File: src/rtl/tt_um_jimktrains_vslc_timer_bank_if.sv
// Executor-side bus of the VSLC timer bank.
// Carries the configuration write port (cfg_we/cfg_idx/cfg_mode/cfg_preset)
// and the elapsed-value readback port (rd_idx in, rd_elapsed out).
//   master : executor, drives config and rd_idx, samples rd_elapsed
//   slave  : timer bank, consumes config and rd_idx, drives rd_elapsed
interface tt_um_jimktrains_vslc_timer_bank_if #(
  parameter int NUM_TIMERS = 4,
  parameter int CNT_W      = 8
);
  localparam int IDX_W = (NUM_TIMERS > 1) ? $clog2(NUM_TIMERS) : 1;

  logic             cfg_we;
  logic [IDX_W-1:0] cfg_idx;
  logic [1:0]       cfg_mode;
  logic [CNT_W-1:0] cfg_preset;
  logic [IDX_W-1:0] rd_idx;
  logic [CNT_W-1:0] rd_elapsed;

  modport master (
    output cfg_we, cfg_idx, cfg_mode, cfg_preset, rd_idx,
    input  rd_elapsed
  );

  modport slave (
    input  cfg_we, cfg_idx, cfg_mode, cfg_preset, rd_idx,
    output rd_elapsed
  );
endinterface

File: src/rtl/tt_um_jimktrains_vslc_timer_bank.sv
// Bank of PLC-style timers (TON / TOF / TP / disabled) clocked by ticks
// derived from the divided timer clock.
// Ports:
//   clk, rst   : system clock, asynchronous active-high reset
//   timer_clk  : divided timer clock as a level; each rising edge is a tick
//   en         : per-timer IN bits from the executor
//   bus        : config write and elapsed readback (slave modport)
//   q          : registered timer outputs
//   q_rise     : one-clk pulse when q[i] goes 0->1
//   timer_out  : q[0], drives the TIMER_OUTPUT pin
module tt_um_jimktrains_vslc_timer_bank #(
  parameter int NUM_TIMERS = 4,
  parameter int CNT_W      = 8
) (
  input  logic                  clk,
  input  logic                  rst,
  input  logic                  timer_clk,
  input  logic [NUM_TIMERS-1:0] en,
  tt_um_jimktrains_vslc_timer_bank_if.slave bus,
  output logic [NUM_TIMERS-1:0] q,
  output logic [NUM_TIMERS-1:0] q_rise,
  output logic                  timer_out
);

  typedef enum logic [1:0] {
    MODE_TON = 2'd0,
    MODE_TOF = 2'd1,
    MODE_TP  = 2'd2,
    MODE_OFF = 2'd3
  } mode_e;

  mode_e           mode_r    [NUM_TIMERS];
  logic [CNT_W-1:0] preset_r  [NUM_TIMERS];
  logic [CNT_W-1:0] elapsed_r [NUM_TIMERS];
  logic [NUM_TIMERS-1:0] en_prev;
  logic            tick_prev;

  mode_e           mode_n    [NUM_TIMERS];
  logic [CNT_W-1:0] preset_n  [NUM_TIMERS];
  logic [CNT_W-1:0] elapsed_n [NUM_TIMERS];
  logic [CNT_W-1:0] counted   [NUM_TIMERS];
  logic [NUM_TIMERS-1:0] q_n;
  logic [NUM_TIMERS-1:0] en_prev_n;
  logic            tick;

  // tick_prev resets high so a timer_clk already high at release is not a tick
  assign tick      = timer_clk & ~tick_prev;
  assign timer_out = q[0];

  // Saturating count shared by all modes: stops at preset, never wraps
  always_comb begin
    for (int i = 0; i < NUM_TIMERS; i++) begin
      counted[i] = elapsed_r[i];
      if (tick && (elapsed_r[i] != preset_r[i]))
        counted[i] = elapsed_r[i] + CNT_W'(1);
    end
  end

  // Per-timer next state; a config write to a timer wins over its mode logic
  always_comb begin
    for (int i = 0; i < NUM_TIMERS; i++) begin
      mode_n[i]    = mode_r[i];
      preset_n[i]  = preset_r[i];
      elapsed_n[i] = elapsed_r[i];
      q_n[i]       = q[i];
      en_prev_n[i] = en[i];

      if (bus.cfg_we && (int'(bus.cfg_idx) == i)) begin
        mode_n[i]    = mode_e'(bus.cfg_mode);
        preset_n[i]  = bus.cfg_preset;
        elapsed_n[i] = '0;
        q_n[i]       = 1'b0;
      end else begin
        case (mode_r[i])
          MODE_TON: begin
            if (en[i]) begin
              elapsed_n[i] = counted[i];
              q_n[i]       = (counted[i] == preset_r[i]);
            end else begin
              elapsed_n[i] = '0;
              q_n[i]       = 1'b0;
            end
          end
          MODE_TOF: begin
            if (en[i]) begin
              elapsed_n[i] = '0;
              q_n[i]       = 1'b1;
            end else if (q[i]) begin
              elapsed_n[i] = counted[i];
              q_n[i]       = (counted[i] != preset_r[i]);
            end
          end
          MODE_TP: begin
            // Retrigger is ignored while the pulse runs; en falling does not cut it short
            if (!q[i] && en[i] && !en_prev[i]) begin
              elapsed_n[i] = '0;
              q_n[i]       = 1'b1;
            end else if (q[i]) begin
              elapsed_n[i] = counted[i];
              q_n[i]       = (counted[i] != preset_r[i]);
            end
          end
          default: begin
            elapsed_n[i] = '0;
            q_n[i]       = 1'b0;
          end
        endcase
      end
    end
  end

  always_ff @(posedge clk or posedge rst) begin
    if (rst) begin
      tick_prev <= 1'b1;
      en_prev   <= '0;
      q         <= '0;
      q_rise    <= '0;
      for (int i = 0; i < NUM_TIMERS; i++) begin
        mode_r[i]    <= MODE_OFF;
        preset_r[i]  <= '0;
        elapsed_r[i] <= '0;
      end
    end else begin
      tick_prev <= timer_clk;
      en_prev   <= en_prev_n;
      q         <= q_n;
      q_rise    <= q_n & ~q;
      for (int i = 0; i < NUM_TIMERS; i++) begin
        mode_r[i]    <= mode_n[i];
        preset_r[i]  <= preset_n[i];
        elapsed_r[i] <= elapsed_n[i];
      end
    end
  end

  // Out-of-range indices (non power-of-2 bank sizes) read back as zero
  always_comb begin
    bus.rd_elapsed = '0;
    if (int'(bus.rd_idx) < NUM_TIMERS)
      bus.rd_elapsed = elapsed_r[bus.rd_idx];
  end

endmodule

File: src/flat_wrapper.sv
// flat-port wrapper written by rule: the top's interface ports become plain ports
module tt_um_jimktrains_vslc_timer_bank_flat 
#(
  parameter int NUM_TIMERS = 4,
  parameter int CNT_W      = 8
)
  (clk, rst, timer_clk, en, q, q_rise, timer_out, bus_cfg_we, bus_cfg_idx, bus_cfg_mode, bus_cfg_preset, bus_rd_idx, bus_rd_elapsed);
  tt_um_jimktrains_vslc_timer_bank_if #(.NUM_TIMERS(NUM_TIMERS), .CNT_W(CNT_W)) bus_i ();
  input  logic clk;
  input  logic rst;
  input  logic timer_clk;
  input  logic [NUM_TIMERS-1:0] en;
  output logic [NUM_TIMERS-1:0] q;
  output logic [NUM_TIMERS-1:0] q_rise;
  output logic timer_out;
  input wire logic [$bits(bus_i.cfg_we)-1:0] bus_cfg_we;
  input wire logic [$bits(bus_i.cfg_idx)-1:0] bus_cfg_idx;
  input wire logic [$bits(bus_i.cfg_mode)-1:0] bus_cfg_mode;
  input wire logic [$bits(bus_i.cfg_preset)-1:0] bus_cfg_preset;
  input wire logic [$bits(bus_i.rd_idx)-1:0] bus_rd_idx;
  output wire logic [$bits(bus_i.rd_elapsed)-1:0] bus_rd_elapsed;
  assign bus_i.cfg_we = bus_cfg_we;
  assign bus_i.cfg_idx = bus_cfg_idx;
  assign bus_i.cfg_mode = bus_cfg_mode;
  assign bus_i.cfg_preset = bus_cfg_preset;
  assign bus_i.rd_idx = bus_rd_idx;
  assign bus_rd_elapsed = bus_i.rd_elapsed;
  tt_um_jimktrains_vslc_timer_bank #(.NUM_TIMERS(NUM_TIMERS), .CNT_W(CNT_W)) u_core (.clk(clk), .rst(rst), .timer_clk(timer_clk), .en(en), .bus(bus_i), .q(q), .q_rise(q_rise), .timer_out(timer_out));
endmodule
File: config.mk
export PLATFORM = sky130hd
export DESIGN_NAME = tt_um_jimktrains_vslc_timer_bank_flat
export DESIGN_NICKNAME = d
export VERILOG_FILES = /design/src/rtl/tt_um_jimktrains_vslc_timer_bank_if.sv /design/src/rtl/tt_um_jimktrains_vslc_timer_bank.sv /design/src/flat_wrapper.sv
export SDC_FILE = /design/constraint.sdc
export NUM_CORES = 1
export LEC_CHECK = 0
export CAP_MARGIN = 20
export CORE_ASPECT_RATIO = 1.2
export CORE_MARGIN = 2
export CORE_UTILIZATION = 54
export CTS_CLUSTER_SIZE = 24
export DETAILED_ROUTE_END_ITERATION = 10
export PLACE_DENSITY_LB_ADDON = 0.12
export SLEW_MARGIN = 20
export SYNTH_ARGS = -nofsm -noshare
export SYNTH_HDL_FRONTEND = slang
export SYNTH_SLANG_ARGS = --single-unit
File: constraint.sdc
create_clock -name clk -period 2.77 [get_ports clk]
set_input_delay 0.554 -clock clk [delete_from_list [all_inputs] [get_ports clk]]
set_output_delay 0.554 -clock clk [all_outputs]
set_load 0.02 [all_outputs]
==> results of run 1 <==
## how the worst max path moves through the flow
stage / endpoint / cells past startpoint / start
2_1_floorplan: u_core.elapsed_r[0]$_DFF_PP0_ / 1 / rst
3_3_place_gp: u_core.q_rise[3]$_DFF_PP0_ / 9 / timer_clk
3_5_place_dp: u_core.q_rise[0]$_DFF_PP0_ / 8 / timer_clk
4_1_cts: u_core.q_rise[0]$_DFF_PP0_ / 8 / timer_clk
5_1_grt: u_core.q_rise[3]$_DFF_PP0_ / 9 / timer_clk
6_report: u_core.q_rise[3]$_DFF_PP0_ / 9 / timer_clk
## layer usage
metal / track usage / share of wire / vias to the layer above
li1: - / - / 2123
met1: 0.3713 / 0.44 / 2264
met2: 0.4573 / 0.50 / 136
met3: 0.03818 / 0.048 / 15
met4: 0.07714 / 0.013 / 0
met5: 0 / 0 / -
## layout by cell type (no fill, tap or decap), drive strengths merged, types with 14 or more instances in the layout
cell	instances
mux2	39
ha	20
nand2	41
clkdlybuf4s50	30
nand3	17
a311oi	15
nor2	32
inv	14
dfrtp	76
o21ai	37
xor2	23
buf	34
a21oi	40
xnor2	25
## worst max-delay path: cells and delay by family
family	cells	cell delay, ns
buffers and inverters	2	0.67
AO/OA/AOI/OAI	4	0.73
AND/OR/NAND/NOR	3	1.00
## through the flow
step | std cells | TNS (ns)
final | 735 | 0
after global routing | 735 | 0
after CTS | 734 | 0
after detailed placement | 718 | -1.796
after global placement | 718 | -1.705
after floorplan | 548 | 0
## sequential cells by signal, indices dropped and copies added, names as in the netlist
register	flops
u_core.tick_prev	1
u_core.preset_r	32
u_core.mode_r	8
u_core.q	4
u_core.elapsed_r	32
u_core.q_rise	4
u_core.en_prev	4
## cell families after synthesis
| family | Yosys count | share of synthesized area |
|---|---|---|
| simple gates | 159 | 0.1561 |
| compound gates | 139 | 0.1662 |
| flops | 85 | 0.3922 |
| mux | 54 | 0.1265 |
| xor+xnor | 49 | 0.08263 |
| buf+inv | 42 | 0.03053 |
| fa+ha+maj | 20 | 0.04590 |
## power breakdown
group	switching, mW	leakage [nW]	internal (mW)
clock	0.501	0.158	0.813
sequential	0.160	1.07	1.41
combinational	0.590	1.48	0.488
total	1.25	2.71	2.71
## cell type report
class                           count  area (sq um)
Fill cell                         828          3418
Clock inverter                      6         86.33
Multi-Input combinational cell    421          3162
Timing Repair Buffer               72         650.6
Clock buffer                       10         239.0
Tap cell                          126         157.7
Inverter                           15         57.56
Sequential cell                    85          2138
## what timing repair did
action / in CTS / in global routing
setup buffers: 0 / 1
endpoints found under the setup margin: 8 / 5
resized for setup: 8 / 3
==> impl_metrics.tcl, run 1 <==
set metrics [dict create \
    r2r-end "u_core.q_rise[0]$_DFF_PP0_" \
    min_period_ns 2.697 \
    synth_flop_cell "dfrtp_1" \
    drt-wirelength-per-cell_microns 19.01 \
    syn_nets 590 \
    postCtsHoldBufs 0 \
    reg2reg_depth 8 \
    setup_violations 0 \
    total_power_mw 3.963 \
    relSlewSlack 0.6446 \
    antenna_found_initial 0 \
    detail_route.drc_violations 0 \
    r2r-start "u_core.elapsed_r[24]$_DFF_PP0_" \
    vdd_drop_max_mv 0.4246 \
    worst_slew_pin_slew_ns 0.5331 \
    grt_pass1_vias 4463 \
    synth-seq-area-share 0.3922 \
    start_kind "input pin" \
    whs_ns 0.4971 \
    antenna_cells 0 \
    track_usage 0.2736 \
    power_density_mw_per_mm2 610.6 \
    pin_count 39 \
    synth_top_area_cell "dfrtp_1" \
    drive_above_1_share 0.2118 \
    syn_inst 548 \
    ys_types 64 \
    end_kind "register" \
    initialDrtViolationCount 272 \
    vias 4538 \
    layout.nets 646 \
    synth_edf_count 0 \
    synth_commonest_cells "76 x dfrtp_1, 41 x nand2_1, 39 x a21oi_1, 39 x mux2_2, 35 x o21ai_0" \
    place_area_sq_mm 0.006153 \
    die_area_sq_mm 0.01092 \
    final_area_sq_mm 0.006491 \
    drv_slew 0 \
    coreArea_sq_mm 0.009910 \
    skew_ns 0.007780 \
    rsz0062_at_grt "false" \
    clock-root-buffer "clkbuf_16" \
    portBuffers 38 \
    synth_top_area_share 0.3489 \
    cp.arrival_ns 2.95 \
    firstDrtPassIters 5 \
    wl_microns 13970 \
    timing.final.ws_setup_ns 0.07323 \
    chipHeight_microns 114.1 \
    post-route-period-util 0.9736 \
    status "completed" \
    grt_max_degree 69 \
    worst-setup-path-type "input pin to register" \
    leakage_nw 2.710 \
    synth-seq-cells 85 \
    slowest_delay_ns 0.53 \
    viasPerCell 6.174 \
    cts_buffers 9 \
    postSynthAreaPerCell_sq_um 9.948 \
    clkLatencyLatePin_ns 0.34 \
    path_clk_slew_ns 0.06 \
    critPathSlowestCell "or4_4" \
    area_delta_synth_final_pct 19.07 \
    synth_area_leaders "dfrtp_1 35%, mux2_2 8.1%, ha_1 4.6%" \
    maxCapViolCount 0 \
    hold_violations 0 \
    hp-class "input pin to asynchronous set/reset pin" \
    fin_util 0.6551 \
    netlist_area_sq_mm 0.005451 \
    crit_required_ns 3.03 \
    rows 40 \
    dp_worst_setup_slack_ns -0.2705 \
    hpwl_microns 10220 \
    gp_congestion 0.9246 \
    yosysMostFrequentCell "dfrtp_1" \
    clock.fmax_mhz 370.8 \
    rrSetupSlack_ns 0.17 \
    htreeDepth 3 \
    die_x_microns 95.72 \
    clkSinkCount 85 \
    tritoncts "done" \
    grt_pass1_wl_microns 22770 \
    cts_buffer_depth 2 \
    async_flop_share 1.000 \
    synth_warnings 0 \
    antenna_violating_nets_post_route 0 \
    crit_chain "clkdlybuf4s50_1 > nand2b_1 > buf_4 > or3_1 > a21oi_1 > o21ai_0 > a22o_1 > or4_4 > a211oi_2" \
    overflow 0 \
    initial_core_util 0.5501 \
    crit_fanout 3 \
]
(Power assumes the default switching activity.)
==> run 2, diff against run 1 <==
--- a/config.mk
+++ b/config.mk
@@ -5,8 +5,6 @@
 export SDC_FILE = /design/constraint.sdc
 export NUM_CORES = 1
 export LEC_CHECK = 0
-export CAP_MARGIN = 20
-export CORE_ASPECT_RATIO = 1.2
 export CORE_MARGIN = 2
 export CORE_UTILIZATION = 54
 export CTS_CLUSTER_SIZE = 24
==> run 2 against run 1 <==
Against the previous run:
- non-clock buffer count decreased by 1
- routed wire length grew 1.6%
- via count increased by 1.9%
- global-route usage rose by 0.089 points
- clock skew up 0.0051 ns
- sequential power barely moved
- first-iteration DRC count fell by 9.2%
- hold slack worse by 0.10 ns
- critical path type is now register to register
- critical endpoint is now u_core.q_rise[0]$_DFF_PP0_
- largest cell class unchanged
- largest power group unchanged
==> impl_metrics.tcl, run 2 (same netlist as run 1, synthesis figures left out) <==
set metrics [dict create \
    status "completed" \
    skew_ns 0.01288 \
    portBuffers 38 \
    grt_pass1_wl_microns 23560 \
    maxCapViolCount 0 \
    min_period_ns 2.698 \
    antenna_found_initial 0 \
    wl_microns 14190 \
    drt-wirelength-per-cell_microns 19.15 \
    track_usage 0.2745 \
    hpwl_microns 10470 \
    cp.arrival_ns 2.99 \
    clkLatencyLatePin_ns 0.37 \
    grt_pass1_vias 4529 \
    hp-class "input pin to register" \
    crit_fanout 7 \
    clkSinkCount 85 \
    detail_route.drc_violations 0 \
    vdd_drop_max_mv 0.3154 \
    htreeDepth 3 \
    vias 4625 \
    crit_required_ns 3.06 \
    postCtsHoldBufs 0 \
    die_x_microns 104.5 \
    cts_setup_buffers 0 \
    setup_violations 0 \
    viasPerCell 6.242 \
    grt_max_degree 52 \
    worst-setup-path-type "register to register" \
    clock-root-buffer "clkbuf_8" \
    drive_above_1_share 0.2089 \
    coreArea_sq_mm 0.009774 \
    start_kind "register" \
    gp_congestion 0.9872 \
    whs_ns 0.3957 \
    cts_buffers 9 \
    end_kind "register" \
    antenna_cells 0 \
    die_area_sq_mm 0.01092 \
    rows 36 \
    area_delta_synth_final_pct 16.66 \
    fin_util 0.6507 \
    post-route-period-util 0.9742 \
    pin_count 39 \
    leakage_nw 2.642 \
    clock.fmax_mhz 370.6 \
    relSlewSlack 0.6277 \
    tritoncts "done" \
    layout.nets 645 \
    initialDrtViolationCount 247 \
    final_cell_mix "76 x dfrtp_1, 41 x nand2_1, 39 x mux2_2, 39 x a21oi_1, 35 x o21ai_0" \
    drv_slew 0 \
    top_regs "u_core.elapsed_r (32), u_core.preset_r (32), u_core.mode_r (8)" \
    fillers 788 \
    firstDrtPassIters 5 \
    chipHeight_microns 104.5 \
    overflow 0 \
    antenna_violating_nets_post_route 0 \
    worst_slew_pin_slew_ns 0.5584 \
    final_common_cell "dfrtp_1" \
    cts_buffer_depth 2 \
    hold_violations 0 \
    power_density_mw_per_mm2 546.3 \
    path_clk_slew_ns 0.09 \
    initial_core_util 0.5577 \
]
## run 2: path summary, 6_finish.rpt
kind	endpoint	startpoint	slack (ns)	cells past startpoint
setup / recovery	u_core.q_rise[0]$_DFF_PP0_	u_core.elapsed_r[25]$_DFF_PP0_	0.07	8
hold / removal	u_core.tick_prev$_DFF_PP1_	timer_clk	0.40	1
setup reg to reg	u_core.q_rise[0]$_DFF_PP0_	u_core.elapsed_r[25]$_DFF_PP0_	0.07	8
hold reg to reg	u_core.preset_r[27]$_DFFE_PP0P_	u_core.preset_r[27]$_DFFE_PP0P_	0.54	1
max in group asynchronous	u_core.mode_r[7]$_DFFE_PP1P_	rst	1.76	3
min in group asynchronous	u_core.preset_r[19]$_DFFE_PP0P_	rst	0.56	3
## run 2: area by class of cell
cell class	instances	area, sq um	area share
sequential	85	2138	0.3362
timing repair buffer	71	658.1	0.1035
clock inverter	2	12.51	0.001967
tap	133	166.4	0.02617
multi-input combinational	421	3174	0.4991
clock buffer	14	152.6	0.02400
inverter	15	57.56	0.009050
## run 2: through the flow
step	power [mW]	setup TNS, ns	std cells	setup slack (ns)	area [sq um]
global route	3.676	-0.006953	741	-0.006953	6360
global placement	2.622	-1.828	725	-0.2709	6175
finish	3.474	0	741	0.07155	6360
detailed placement	2.666	-2.301	725	-0.3192	6175
CTS	3.466	0	741	0.04908	6330
floorplan	2.328	0	548	0.03740	5451
## run 2: per-layer routing
layer,GRT usage,routed length (microns),vias up
met4,0.09266,291,0
met5,0,0,-
li1,-,-,2120
met3,0.04825,990,26
met2,0.4351,6688,196
met1,0.3815,6222,2283
## run 2: critical path, cell delays in order (launching register included)
cell	delay, ns
dfrtp_1	0.54
ha_2	0.33
nand3_1	0.15
xnor2_1	0.19
or3_1	0.37
a221oi_2	0.20
nor2_1	0.09
or4_4	0.54
a211oi_2	0.22
## run 2: what timing repair did
item / CTS / global route
cloned: 0 / 0
endpoints found under the setup margin: 8 / 5
pin swaps: 0 / 0
gates resized for setup: 8 / 7
## run 2: report_power, final
part / leakage, nW / total, mW / switching (mW) / internal [mW]
Clock: 0.0807 / 0.814 / 0.463 / 0.352
Sequential: 1.07 / 1.57 / 0.160 / 1.41
Combinational: 1.49 / 1.09 / 0.600 / 0.490
